<file path="src/rtl/seq_mul_ctrl.sv">
`default_nettype none
// ============================================================================
//  Module   : seq_mul_ctrl
//  Purpose  : Sequencing controller for a multi-cycle shift-add unsigned
//             multiplier. It reuses one shared external WIDTH-bit adder,
//             applying one partial-product step per clock for WIDTH clocks,
//             then registers the 2*WIDTH-bit product and pulses done.
//  Ports    : clk       - rising-edge clock
//             rst_n     - asynchronous active-low reset
//             start     - multiply request (honoured in IDLE or DONE)
//             a, b      - multiplicand / multiplier, captured on acceptance
//             busy      - high while stepping (RUN)
//             done      - one-cycle completion pulse (DONE)
//             product   - last completed product, held until next completion
//             add_a     - adder operand A (accumulator high half)
//             add_b     - adder operand B (multiplicand gated by Q[0])
//             add_cin   - adder carry-in, tied low
//             add_s     - adder sum returned combinationally
//             add_cout  - adder carry-out returned combinationally
//  Revision : 1.0 - initial release
// ============================================================================
module seq_mul_ctrl #(
    parameter int WIDTH = 5
) (
    input  logic                 clk,
    input  logic                 rst_n,
    input  logic                 start,
    input  logic [WIDTH-1:0]     a,
    input  logic [WIDTH-1:0]     b,
    output logic                 busy,
    output logic                 done,
    output logic [2*WIDTH-1:0]   product,
    output logic [WIDTH-1:0]     add_a,
    output logic [WIDTH-1:0]     add_b,
    output logic                 add_cin,
    input  logic [WIDTH-1:0]     add_s,
    input  logic                 add_cout
);

    localparam int            CW        = (WIDTH > 1) ? $clog2(WIDTH) : 1;
    localparam logic [CW-1:0] LAST_STEP = CW'(WIDTH - 1);

    typedef enum logic [1:0] {
        S_IDLE = 2'd0,
        S_RUN  = 2'd1,
        S_DONE = 2'd2
    } state_t;

    state_t               state_q, state_d;
    logic [WIDTH-1:0]     m_q, m_d;
    logic [WIDTH-1:0]     acc_q, acc_d;
    logic [WIDTH-1:0]     q_q, q_d;
    logic [CW-1:0]        cnt_q, cnt_d;
    logic [2*WIDTH-1:0]   prod_q, prod_d;
    logic                 busy_q, done_q;

    // ------------------------------------------------------------------
    // Next-state and datapath update
    // ------------------------------------------------------------------
    always_comb begin
        state_d = state_q;
        m_d     = m_q;
        acc_d   = acc_q;
        q_d     = q_q;
        cnt_d   = cnt_q;
        prod_d  = prod_q;

        unique case (state_q)
            S_IDLE, S_DONE: begin
                // DONE accepts a new request directly so back-to-back
                // operations run without an idle bubble.
                if (start) begin
                    m_d     = a;
                    q_d     = b;
                    acc_d   = '0;
                    cnt_d   = '0;
                    state_d = S_RUN;
                end else begin
                    state_d = S_IDLE;
                end
            end
            S_RUN: begin
                // {ACC,Q} <= {cout, sum, Q} >> 1 : the carry-out becomes the
                // new accumulator MSB and the sum LSB moves into Q's MSB.
                acc_d = {add_cout, add_s[WIDTH-1:1]};
                q_d   = {add_s[0], q_q[WIDTH-1:1]};
                cnt_d = cnt_q + 1'b1;
                if (cnt_q == LAST_STEP) begin
                    prod_d  = {add_cout, add_s, q_q[WIDTH-1:1]};
                    state_d = S_DONE;
                end
            end
            default: state_d = S_IDLE;
        endcase
    end

    // ------------------------------------------------------------------
    // State and data registers
    // ------------------------------------------------------------------
    always_ff @(posedge clk or negedge rst_n) begin
        if (!rst_n) begin
            state_q <= S_IDLE;
            m_q     <= '0;
            acc_q   <= '0;
            q_q     <= '0;
            cnt_q   <= '0;
            prod_q  <= '0;
            busy_q  <= 1'b0;
            done_q  <= 1'b0;
        end else begin
            state_q <= state_d;
            m_q     <= m_d;
            acc_q   <= acc_d;
            q_q     <= q_d;
            cnt_q   <= cnt_d;
            prod_q  <= prod_d;
            // Status flags are flopped decodes of the next state so they
            // change only on the clock edge, free of decode glitches.
            busy_q  <= (state_d == S_RUN);
            done_q  <= (state_d == S_DONE);
        end
    end

    // ------------------------------------------------------------------
    // Outputs; the shared adder sees zeros outside RUN.
    // ------------------------------------------------------------------
    assign busy    = busy_q;
    assign done    = done_q;
    assign product = prod_q;
    assign add_a   = (state_q == S_RUN) ? acc_q : '0;
    assign add_b   = ((state_q == S_RUN) && q_q[0]) ? m_q : '0;
    assign add_cin = 1'b0;

endmodule
`default_nettype wire

</file>
<file path="config.mk">
export PLATFORM = sky130hd
export DESIGN_NAME = seq_mul_ctrl
export DESIGN_NICKNAME = d
export VERILOG_FILES = /design/src/rtl/seq_mul_ctrl.sv
export SDC_FILE = /design/constraint.sdc
export NUM_CORES = 1
export LEC_CHECK = 0
export ABC_AREA = 0
export CAP_MARGIN = 20
export CORE_MARGIN = 2
export CORE_UTILIZATION = 45
export DETAILED_ROUTE_END_ITERATION = 8
export PLACE_DENSITY = 0.77
export SYNTH_ARGS = -nofsm -noshare
export SYNTH_HDL_FRONTEND = slang
export SYNTH_SLANG_ARGS = --single-unit
</file>
<file path="constraint.sdc">
create_clock -name clk -period 3.1 [get_ports clk]
set_clock_uncertainty 0.1 [all_clocks]
set_input_delay 0.62 -clock clk [delete_from_list [all_inputs] [get_ports clk]]
set_output_delay 0.62 -clock clk [all_outputs]
set_load 0.05 [all_outputs]
</file>
==> run metrics <==
starting density of the core 48.08%; Post-CTS Setup Bufs 0; post-synthesis mux area share 21.05%; diode count 0; status complete, no violations; Worst-Margin Slew 0.6213 ns; critical path arrival 1.75 ns; largest net degree at the start of global routing 33; power share of the combinational group 58.4%; Final Cell Area 1947 sq um; fmax 404.4 MHz; Final Cycle Share 79.77%; compound-cell area share of the yosys netlist 9.151%; DR WL/cell 14.18 microns; clock-pin slew on the worst setup and hold paths 0.09 ns; Synth Area in Adders 1.664%; leak pwr 0.9038 nW; drt total wl 2836 microns; post_cts resized 0; Sink Count 32; global-route wire length before repair 4809 microns; Clock power frac 8.5%; type of origin of the critical path register; RSZ-0062 raised after global routing no; main combinational cell family by area after synthesis multiplexers; Fillers 259; GRT Util Overall 17.52%; Rows 20; VDD IR max 0.6122 mV; CTS Buffer Depth 2; Crit. End Element output pin; DRC errors left 0; routed vias/inst 5.060; Setup-failing EPs final 0; Die W 61.81 microns; critical path peak fanout 16; syn nets 137; DP HPWL 2045 microns; via count 1012; # IOs 42; P_sw 1.061 mW; cell count after synthesis 116; critical setup path kind register to output pin; cell depth of the worst flop-to-flop path 3; CTS tree done; antenna-violating nets left 0; Nets 179; gr ovfl total 0; Synth cell types 26; simple logic cell fraction of the synthesized area 9.900%; DRT Pass-1 Iters 4; mapped cell area 1504 sq um; xor/xnor share of the synthesized area 0.5824%; TritonCTS buffer count 5; hold buffer count at cts 0; die height 61.81 microns; count of state elements after synthesis 32; Yosys top cell by area dfrtp_1; Root Buffer clkbuf_4; Max Cap Viol 0; Flop pwr share 33.1%; sequential area share after synthesis 53.24%; DP Cell Count 195; Slew Limit Headroom 58.58%; Area after DPL 1909 sq um; Pwr per Cell Area 1187 nW/um^2; GP Congestion 0.7341; initial antenna violation count 0; Ys Warns 0; setup_tns 0 ns; full die area 3820 sq um; hold depth 1; port buffer count 40; area grow syn2layout 29.45%; share of cells above drive strength 1 26.28%; endpoints failing hold 0; final worst path period need 2.473 ns; H-tree levels 2; final core utilization 62.24%; Min-Delay Path Class register to register; top area cells in the synthesized netlist dfrtp_1 (53%), mux2_2 (9.7%), mux2_4 (8.0%); Critical Path RT 2.38 ns; DRT iter0 DRCs 20; P_int 1.249 mW; post-synth top area share 53.24%; smallest setup slack after layout 0.6271 ns; fin. max-slew vios 0; Avg Inst Size Synth 12.97 sq um; Core Region 3128 sq um; Setup WS pre-CTS 0.6890 ns; vias in the first global route 1008; worst skew pair latency 0.32 ns; post-route insts no fill 200; Sw Ratio 45.93%
[state kept, by name, summed over array words and instances (netlist names)]
register / count
cnt_q: 3
state_q: 2
product: 10
done: 1
q_q: 5
acc_q: 5
m_q: 5
busy: 1
[cells by family after synthesis]
logic type	after synthesis
XOR/XNOR	1
flip-flops	32
multiplexers	26
AO/OA/AOI/OAI	19
buffers and inverters	12
adder cells (fa/ha/maj)	2
AND/OR/NAND/NOR	23
other	1
[area by class of cell]
cell class                 instances  area (sq um)  share of cell area [%]
sequential                        32         800.8                   41.13
tap                               44         55.05                   2.828
inverter                           4         15.01                  0.7712
multi-input combinational         72         640.6                   32.90
timing repair buffer              43         397.9                   20.44
clock buffer                       5         37.54                   1.928
[power groups by stage]
stage / clock, mW / sequential [mW] / combinational [mW]
detailed placement: 0 / 0.776 / 1.36
global placement: 0 / 0.759 / 1.33
finish: 0.196 / 0.766 / 1.35
CTS: 0.208 / 0.767 / 1.36
floorplan: 0 / 0.997 / 0.743
global route: 0.228 / 0.795 / 1.44
[metrics by stage]
stage	total power [mW]	hold slack, ns
floorplan	1.741	0.2244
global placement	2.094	0.3841
detailed placement	2.132	0.3942
CTS	2.338	0.4142
global route	2.460	0.4295
finish	2.311	0.4107
[worst paths after layout]
path | from | to | slack, ns
max | state_q[1] | add_b[1] | 0.63
min | product[1] | product[1] | 0.41
max reg2reg | state_q[1] | product[3] | 1.06
min reg2reg | product[1] | product[1] | 0.41
max in group asynchronous | rst_n | cnt_q[2] | 2.02
min in group asynchronous | rst_n | product[3] | 0.59
[Yosys cell counts]
| library cell | instances |
|---|---|
| buf_4 | 2 |
| nor2b_1 | 6 |
| mux2_2 | 13 |
| nand2b_1 | 1 |
| mux2_4 | 8 |
| buf_2 | 2 |
| a21oi_1 | 5 |
| buf_6 | 1 |
| and3_1 | 5 |
| clkbuf_1 | 1 |
| inv_1 | 4 |
| a22o_1 | 6 |
| xnor2_1 | 1 |
| a21o_1 | 3 |
| nor2_1 | 2 |
| buf_1 | 2 |
| nand3_2 | 1 |
| a211oi_1 | 5 |
| nor3b_1 | 1 |
| dfrtp_1 | 32 |
| conb_1 | 1 |
| and2_1 | 5 |
| mux2i_1 | 5 |
| nor2b_4 | 1 |
| nand2_1 | 1 |
| ha_1 | 2 |
[metal layers]
| layer | up-vias | part of all wire [%] | track usage (%) | routed length (microns) |
|---|---|---|---|---|
| li1 | 488 | - | - | - |
| met1 | 498 | 43 | 21.78 | 1231 |
| met2 | 21 | 51 | 27.97 | 1436 |
| met3 | 5 | 4.1 | 6.004 | 115 |
| met4 | 0 | 1.8 | 7.295 | 52 |
| met5 | - | 0 | 0 | 0 |
[worst max-delay path, cell delays in order, from the launching register on]
cell and delay [ns]:
dfrtp_1 0.62, nor2b_4 0.39, and3_1 0.22, buf_4 0.20
[layout by cell type (no fill, tap or decap)]
cell	n
nor2b_1	6
mux2_4	8
nor2_1	2
nand2_1	1
mux2_2	13
buf_4	13
a211oi_1	5
a21o_1	3
nor3b_1	1
and3_1	5
mux2i_1	5
inv_1	4
nand2b_1	1
xnor2_1	1
clkbuf_4	5
nor2b_4	1
nand3_2	1
clkdlybuf4s50_1	30
conb_1	1
dfrtp_1	32
a22o_1	6
and2_1	5
ha_1	2
a21oi_1	5
Power figures use the tool's default switching activity.
